File: src/rtl/reg_file_pkg.sv
// Purpose: shared constants and types for the scoreboarded register file.
//   ADDR_W     - register address width
//   NREG       - number of architectural registers
//   REG_ZERO   - hard-wired zero register address
//   DATA_W_DEF - default register data width
package reg_file_pkg;

    localparam int unsigned ADDR_W     = 5;
    localparam int unsigned NREG       = 32;
    localparam int unsigned DATA_W_DEF = 32;

    typedef logic [ADDR_W-1:0] reg_addr_t;

    localparam reg_addr_t REG_ZERO = 5'd0;

    // True for any address that names a writable register.
    function automatic logic is_wr_reg(input reg_addr_t addr);
        return addr != REG_ZERO;
    endfunction

endpackage

File: src/rtl/reg_file_rd_port.sv
// Purpose: one register-file read port with write-through bypass and its
//          source-operand hazard term.
// Ports:
//   rs_addr, rs_used - source address and "operand actually read" flag
//   regs, busy       - stored registers and scoreboard busy vector
//   we, wa, wd       - write-back port (for bypass and hazard masking)
//   bypass_en        - forwarding allowed (low while in reset)
//   rs_data_c        - combinational read data
//   hz_c             - combinational hazard term for this operand
module reg_file_rd_port
    import reg_file_pkg::*;
#(
    parameter int unsigned DATA_W = DATA_W_DEF
) (
    input  logic [ADDR_W-1:0]            rs_addr,
    input  logic                         rs_used,
    input  logic [NREG-1:0][DATA_W-1:0]  regs,
    input  logic [NREG-1:0]              busy,
    input  logic                         we,
    input  logic [ADDR_W-1:0]            wa,
    input  logic [DATA_W-1:0]            wd,
    input  logic                         bypass_en,
    output logic [DATA_W-1:0]            rs_data_c,
    output logic                         hz_c
);

    logic wb_hit_c;

    // The write-back in flight this cycle targets this operand.
    assign wb_hit_c = we && (wa == rs_addr);

    // Address 0 beats bypass, bypass beats the stored value.
    always_comb begin
        rs_data_c = regs[rs_addr];
        if (!is_wr_reg(rs_addr)) begin
            rs_data_c = '0;
        end else if (bypass_en && wb_hit_c) begin
            rs_data_c = wd;
        end
    end

    // A busy source is fine if its writer lands this very cycle.
    assign hz_c = rs_used && busy[rs_addr] && !wb_hit_c;

endmodule

File: src/rtl/reg_file_sb.sv
// Purpose: 32-entry register file with write-through read ports, a
//          destination scoreboard producing a stall, and a saturating
//          stall-cycle counter.
// Ports:
//   clk, rst_n                 - clock, synchronous active-low reset
//   rs1_addr/used, rs2_addr/used - source operands of the issuing instr
//   rs1_data, rs2_data         - combinational read data (bypassed)
//   we, wa, wd                 - write-back port
//   iss_valid, iss_rd          - issuing instruction's destination
//   stall                      - combinational source-operand hazard
//   dbg_addr, dbg_data         - debug read, stored value only
//   stall_cnt                  - saturating count of stall cycles
module reg_file_sb
    import reg_file_pkg::*;
#(
    parameter int unsigned DATA_W = DATA_W_DEF,
    parameter int unsigned CNT_W  = 16
) (
    input  logic              clk,
    input  logic              rst_n,
    input  logic [ADDR_W-1:0] rs1_addr,
    input  logic              rs1_used,
    input  logic [ADDR_W-1:0] rs2_addr,
    input  logic              rs2_used,
    output logic [DATA_W-1:0] rs1_data,
    output logic [DATA_W-1:0] rs2_data,
    input  logic              we,
    input  logic [ADDR_W-1:0] wa,
    input  logic [DATA_W-1:0] wd,
    input  logic              iss_valid,
    input  logic [ADDR_W-1:0] iss_rd,
    output logic              stall,
    input  logic [ADDR_W-1:0] dbg_addr,
    output logic [DATA_W-1:0] dbg_data,
    output logic [CNT_W-1:0]  stall_cnt
);

    logic [NREG-1:0][DATA_W-1:0] regs_q, regs_d;
    logic [NREG-1:0]             busy_q, busy_d;
    logic [CNT_W-1:0]            stall_cnt_q, stall_cnt_d;
    logic                        hz1_c, hz2_c;
    logic                        wr_en_c, set_en_c;

    assign wr_en_c  = we && is_wr_reg(wa);
    assign set_en_c = iss_valid && is_wr_reg(iss_rd);

    reg_file_rd_port #(.DATA_W(DATA_W)) u_rd_rs1 (
        .rs_addr   (rs1_addr),
        .rs_used   (rs1_used),
        .regs      (regs_q),
        .busy      (busy_q),
        .we        (we),
        .wa        (wa),
        .wd        (wd),
        .bypass_en (rst_n),
        .rs_data_c (rs1_data),
        .hz_c      (hz1_c)
    );

    reg_file_rd_port #(.DATA_W(DATA_W)) u_rd_rs2 (
        .rs_addr   (rs2_addr),
        .rs_used   (rs2_used),
        .regs      (regs_q),
        .busy      (busy_q),
        .we        (we),
        .wa        (wa),
        .wd        (wd),
        .bypass_en (rst_n),
        .rs_data_c (rs2_data),
        .hz_c      (hz2_c)
    );

    // Stall is suppressed during reset: the scoreboard is being wiped.
    assign stall = rst_n && (hz1_c || hz2_c);

    // Debug view shows committed state only.
    assign dbg_data = is_wr_reg(dbg_addr) ? regs_q[dbg_addr] : '0;

    assign stall_cnt = stall_cnt_q;

    // Next-state for storage, scoreboard and stall counter.
    always_comb begin
        regs_d      = regs_q;
        busy_d      = busy_q;
        stall_cnt_d = stall_cnt_q;

        if (wr_en_c) begin
            regs_d[wa] = wd;
            busy_d[wa] = 1'b0;
        end
        // Set after clear: a new writer overrides the retiring one.
        if (set_en_c) begin
            busy_d[iss_rd] = 1'b1;
        end
        busy_d[REG_ZERO] = 1'b0;

        if (stall && !(&stall_cnt_q)) begin
            stall_cnt_d = stall_cnt_q + CNT_W'(1);
        end
    end

    always_ff @(posedge clk) begin
        if (!rst_n) begin
            regs_q      <= '0;
            busy_q      <= '0;
            stall_cnt_q <= '0;
        end else begin
            regs_q      <= regs_d;
            busy_q      <= busy_d;
            stall_cnt_q <= stall_cnt_d;
        end
    end

endmodule

File: config.mk
export PLATFORM = sky130hd
export DESIGN_NAME = reg_file_sb
export DESIGN_NICKNAME = d
export VERILOG_FILES = /design/src/rtl/reg_file_pkg.sv /design/src/rtl/reg_file_rd_port.sv /design/src/rtl/reg_file_sb.sv
export SDC_FILE = /design/constraint.sdc
export NUM_CORES = 2
export LEC_CHECK = 0
export ABC_AREA = 1
export BUFFER_PORTS_ARGS = -buffer_cell sky130_fd_sc_hd__buf_4
export CAP_MARGIN = 20
export CELL_PAD_IN_SITES_DETAIL_PLACEMENT = 0
export CELL_PAD_IN_SITES_GLOBAL_PLACEMENT = 2
export CORE_MARGIN = 2
export CORE_UTILIZATION = 32
export DETAILED_ROUTE_END_ITERATION = 16
export HOLD_SLACK_MARGIN = 0.05
export PLACE_DENSITY_LB_ADDON = 0.1
export SLEW_MARGIN = 20
export SYNTH_ARGS = -nofsm -noshare
export SYNTH_HDL_FRONTEND = slang
export SYNTH_SLANG_ARGS = --single-unit
File: constraint.sdc
create_clock -name clk -period 1.88 [get_ports clk]
set_clock_uncertainty 0.1 [all_clocks]
set_input_delay 0 -clock clk [delete_from_list [all_inputs] [get_ports clk]]
set_output_delay 0 -clock clk [all_outputs]
set_load 0.005 [all_outputs]
# Yosys cells after proc, flatten, opt, wreduce, memory -nomap -nowiden
# Cells that the tools add are included.
# W data, S select, Z words.
[classes]
add_sub_neg = 1
magnitude_cmp = 7
n_eq_ne = 2
muxes = 24
n_bitwise = 3
n_reduce_logical = 24
[ops]
columns = ["cell", "count"]
rows = [
  ["$bwmux W1024", 1],
  ["$bmux W32 S5", 3],
  ["$mux W32", 11],
  ["$demux W32 S5", 1],
  ["$and A32 B32 Y32", 1],
  ["$not A32 Y32", 1],
  ["$or A32 B32 Y32", 1],
  ["$lt A5 B6 Y1 const B", 5],
  ["$reduce_bool A5 Y1", 5],
  ["$add A16 B1 Y16 const B", 1],
  ["$reduce_and A16 Y1", 1],
  ["$logic_and A1 B1 Y1", 14],
  ["$bmux W1 S5", 2],
  ["$demux W1 S5", 2],
  ["$eq A5 B5 Y1", 2],
  ["$ge A5 B1 Y1 const B", 2],
  ["$mux W1", 4],
  ["$logic_not A1 Y1", 3],
  ["$logic_or A1 B1 Y1", 1],
]
[totals]
register_bits = 1072
in_bits = 63
output_inout_bits = 113
elab_cells = 96

# Depth between registers and ports, before layout
[logic_depth]
ltp_word = 9
ltp_mapped = 15
mapped_depth_nobuf = 15

# Modules after synthesis
# A second synthesis with hierarchy kept.
[unflattened]
cells_unflattened = 12780
hier_area_um2 = 71763.8
[modules_own_cells]
columns = ["module", "n_inst", "cells_per_inst", "area_per_inst_um2", "seq_area_each_um2"]
rows = [
  ["reg_file_sb", 1, 7194, 47195.3, 21440.6],
  ["reg_file_rd_port", 2, 2793, 12284.3, 0.0],
]

# Least setup slack after synthesis
# OpenSTA, ideal clock, no wires.
[synth_path]
path_type = "register -> register"
from = "reg stall_cnt_q[0] (netlist: stall_cnt[0])"
to = "reg stall_cnt_q[11] (netlist: stall_cnt[11])"
setup_ns = 0.115
arrival_ns = 1.604
required_time_ns = 1.665
path_slack_ns = 0.061
path_stages_with_launch = 13
path_buffers = 0
synth_period_minus_slack_ns = 1.819
path_cell_list = "dfxtp_1 > ha_1 > nand2_1 > inv_1 > nand2_1 > nor3_1 > inv_1 > nor3_2 > inv_1 > nand3_1 > inv_1 > a21oi_1 > nor2_1"
[synth_via]
elab_chain_len = 3
word_cells_on_any_way = 4
cone_classes = "1 x add/sub; 3 x reduce/logical"
[synth_rtl]
columns = ["item", "line", "text"]
rows = [
  ["start: declaration", "reg_file_sb.sv:40", "logic [CNT_W-1:0] stall_cnt_q, stall_cnt_d;"],
  ["start signal: assignment", "reg_file_sb.sv:110", "stall_cnt_q <= stall_cnt_d;"],
  ["parallel branches: the longest is 3 deep, another holds $add A16 B1 Y16", "n/a", ""],
]
# Several ways; the timed one is not identified.
# A chain may end at the register's enable or synchronous reset.

# Final worst setup path
[layout_path]
from = "reg regs_q[69] (netlist bit)"
to = "out rs1_data[5]"
[layout_via]
elab_chain_len = 4
[layout_rtl]
columns = ["item", "line", "text"]
rows = [
  ["start: declaration", "reg_file_sb.sv:38", "logic [NREG-1:0][DATA_W-1:0] regs_q, regs_d;"],
  ["start signal: assignment", "reg_file_sb.sv:108", "regs_q <= regs_d;"],
  ["$bmux W32 S5", "reg_file_rd_port.sv:34", "rs_data_c = regs[rs_addr];"],
  ["$mux W32 (implied by the code)", "reg_file_rd_port.sv:34", ""],
  ["$mux W32", "reg_file_rd_port.sv:37", "end else if (bypass_en && wb_hit_c) begin"],
  ["$mux W32", "reg_file_rd_port.sv:35", "if (!is_wr_reg(rs_addr)) begin"],
  ["end: declaration", "reg_file_sb.sv:25", "output logic [DATA_W-1:0] rs1_data,"],
]
# Every way passes these cells. The select of a mux whose other input is x is not followed.

==> run summary <==
### Synthesis
• **cell area after technology mapping** 0.0644 sq mm
• **prevailing post-synth register cell** sky130_fd_sc_hd__dfxtp_1
• **Synth area leaders** sky130_fd_sc_hd__dfxtp_1 33%, sky130_fd_sc_hd__o21ai_0 17%, sky130_fd_sc_hd__a21oi_1 11%
• **fraction of the yosys area taken by sequential cells** 33.3%
• **gate count after technology mapping** 10100
• **Post-Synthesis Net Count** 10200
• **FFs w/ async S/R, synth** 0%
• **number of synthesized register bits** 1071
• **Yosys top cell area share** 33.3%
• **warnings from Yosys** 0
• **number of flops mapped to enable cells by yosys** 0
• **average size of a mapped cell** 6.36 sq um
• **top cells by instance count after synthesis** 2235 x sky130_fd_sc_hd__o21ai_0, 1630 x sky130_fd_sc_hd__nor2_1, 1406 x sky130_fd_sc_hd__a21oi_1
• **library cells used by synthesis** 38
• **Yosys top cell by area** sky130_fd_sc_hd__dfxtp_1
• **top-count cell post-synth** sky130_fd_sc_hd__o21ai_0

### Power and ir drop
• **largest voltage drop on the vdd net** 1.01 mV
• **Power per Cell Area** 730 mW/mm^2
• **clock network power share** 42.8%
• **sequential group share of total power** 34.5%
• **leakage power of the design** 35.9 nW
• **Overall Power** 67.3 mW
• **switching part of the total power** 32.2%
• **net switching component of the power** 21.7 mW
• **design internal power** 45.6 mW
• **power share of the combinational group** 22.7%

### Outcome
• **violated checks** negative setup slack
• **run status** complete, but fails checks

### Detailed routing
• **Initial DRC Count** 10200
• **drt pass-1 iters** 6
• **Routed WL per cell** 29.9 um
• **vias per cell** 6.03
• **total via count in the routed design** 82200
• **final routed DRC violation total** 0
• **aggregate routed wire length** 408 mm
• **ANT nets after route** 0

### GRT
• **largest net degree at the start of global routing** 141
• **total overflow reported by the global router** 0
• **global-route usage over all layers** 38.1%
• **wire length of the first global-routing pass** 572 mm
• **antenna violations before repair** 21
• **via count of the first global-routing pass** 76500

### STA
• **RSZ-0062 raised after global routing** yes
• **number of failing hold endpoints at the final stage** 0
• **total count of max-transition violations in the final report** 0
• **share of the clock period used by the worst path after layout** 141%
• **max frequency** 0.378 GHz
• **Final min period** 2.64 ns
• **final setup violation count** 105
• **Least-Margin Pin Slew** 0.827 ns
• **worst-case headroom to the max-slew limit** 44.7%
• **post-layout worst setup margin** -0.765 ns
• **setup total negative slack** -50.65 ns

### Clocking
• **clock tree from TritonCTS** done
• **clock buffer depth** 3
• **clock sinks** 1071
• **Max H-tree Level** 4
• **clock buffer count from CTS** 145
• **clock transition at the register clock pins on the worst setup and hold paths after CTS** 0.06 ns
• **clk_lat worst skew** 0.80 ns
• **cell at the root of the clock tree** sky130_fd_sc_hd__clkbuf_16

### Worst setup path
• **largest delay contributor family on the critical path** compound AO/OA/AOI/OAI gates
• **classification of the worst setup path** register to output pin
• **cells traversed along the worst timing path** inv_2 -> o21ai_2 -> o221ai_2 -> a21oi_2 -> nand3_4 -> nand3_4 -> o211ai_1 -> buf_4 -> inv_2 -> buf_6
• **delay of the slowest cell on the worst path** 0.33 ns
• **slowest stage cell on the critical path** sky130_fd_sc_hd__dfxtp_2
• **category of the worst setup path launch point** register
• **buffers plus inverters on the worst setup path** 4
• **Worst Path Required** 1.78 ns
• **worst path arrival time** 2.54 ns
• **Worst Path Max Fanout** 2
• **endpoint kind of the worst setup timing path** output pin

### Floorplan
• **die span in y** 453 um
• **full die area** 0.205 sq mm
• **Placeable Area** 0.200 sq mm
• **I/O pin total** 176
• **initial standard-cell utilization of the core** 32.2%
• **FP Rows** 164
• **Die Span X** 453 um

### Placed design
• **area post-placement** 0.0796 sq mm
• **PortBufs** 175
• **GPL Wtd Cong** 0.943
• **Setup Slack @ Placement** -0.579 ns
• **dpl hpwl** 271 mm

### Cells and area
• **cell area after layout** 0.0921 sq mm
• **Layout Utilization** 46.1%
• **Post-layout nets** 10900
• **share of final-layout standard cells stronger than drive strength 1** 30.9%
• **P&R area growth vs syn** 43.0%
• **fillcell total** 20300

### Min path
• **Tightest Hold Check Type** input port to register

### Flow run
• **number of max-capacitance violations reported** 0

## worst min-delay path, stage by stage
cell and delay, ns:
sky130_fd_sc_hd__buf_4 0.14, sky130_fd_sc_hd__buf_4 0.14, sky130_fd_sc_hd__nand3_4 0.15, sky130_fd_sc_hd__buf_4 0.17
sky130_fd_sc_hd__nor2_2 0.05, sky130_fd_sc_hd__buf_4 0.15, sky130_fd_sc_hd__a21oi_1 0.13
## timing repair
| action | in CTS | in global routing |
|---|---|---|
| buffers inserted | 40 | 42 |
| setup endpoints to repair | 107 | 144 |
| gates resized for setup | 1408 | 934 |
| endpoints found under the hold margin | 1064 | 0 |
| pin swaps | 543 | 651 |
| hold buffers | 68 | 0 |
| cloned | 1 | 3 |
## registers in the layout (all words and copies together), names as in the netlist
register	flops
busy_q	31
regs_q	1024
stall_cnt	16
## metrics by stage
step                      std cells  hold WS (ns)
after floorplan               10100        0.0377
after global routing          13600        0.0695
after CTS                     13600        0.0504
after global placement        13200         0.232
final                         13600        0.0688
after detailed placement      13200         0.237
## cell usage in the layout (no fill, tap or decap), types with 128 or more instances in the layout
cell type                      n
sky130_fd_sc_hd__a21oi_1    1178
sky130_fd_sc_hd__a21oi_2     216
sky130_fd_sc_hd__buf_12      360
sky130_fd_sc_hd__buf_4      1016
sky130_fd_sc_hd__buf_6       191
sky130_fd_sc_hd__clkbuf_16   155
sky130_fd_sc_hd__dfxtp_1     643
sky130_fd_sc_hd__dfxtp_2     406
sky130_fd_sc_hd__inv_1       438
sky130_fd_sc_hd__inv_2       219
sky130_fd_sc_hd__nand2_1     466
sky130_fd_sc_hd__nand3_1     288
sky130_fd_sc_hd__nand3_2     213
sky130_fd_sc_hd__nor2_1     1603
sky130_fd_sc_hd__o211ai_1    321
sky130_fd_sc_hd__o21ai_0    1801
sky130_fd_sc_hd__o21ai_1     429
sky130_fd_sc_hd__o21ai_2     151
sky130_fd_sc_hd__o221ai_1    128
## layout make-up
type / count / area (sq um) / share of cell area (%)
multi-input combinational: 7325 / 41500 / 45.0
inverter: 678 / 2640 / 2.87
antenna: 8 / 20.0 / 0.0217
clock inverter: 26 / 280 / 0.304
clock buffer: 228 / 4500 / 4.88
sequential: 1071 / 22000 / 23.9
timing repair buffer: 1644 / 17900 / 19.4
tap: 2656 / 3320 / 3.61
## final timing paths
path,from,slack [ns],cells after the start,end
hold reg to reg,regs_q[30]$_SDFFE_PN0P_,0.36,2,regs_q[30]$_SDFFE_PN0P_
hold / removal,wa[1],0.07,7,regs_q[321]$_SDFFE_PN0P_
setup / recovery,regs_q[69]$_SDFFE_PN0P_,-0.76,10,rs1_data[5]
setup reg to reg,busy_q[1]$_SDFF_PN0_,-0.16,17,stall_cnt[6]$_SDFFE_PN0P_
## power groups by stage
stage               Combinational [mW]  Sequential (mW)  Clock (mW)
finish                            15.3             23.2        28.8
global route                      15.8             23.2        29.9
CTS                               14.3             23.2        29.0
detailed placement                12.9             23.7           0
global placement                  12.9             23.7           0
floorplan                         5.49             23.7           0
## cells by family (layout without fill, tap and decap cells)
logic type      after synthesis  after routing  share of synthesized area [%]
simple gates               2807           2807                           17.7
fa+ha+maj                     1              1                         0.0194
xor+xnor                      3              3                         0.0408
compound gates             4514           4514                           38.2
other cells                   0              8                              0
buf+inv                    1727           2576                           10.7
flops                      1071           1071                           33.3
## layer usage
layer  part of all wire (%)  GRT usage [%]  routed length, um
met1                     41           49.9             166000
met2                     43           56.7             174000
met3                    8.7           6.42              35500
met4                    8.1           27.0              33000
met5                  0.015              0                 61
Power figures use the tool's default switching activity.
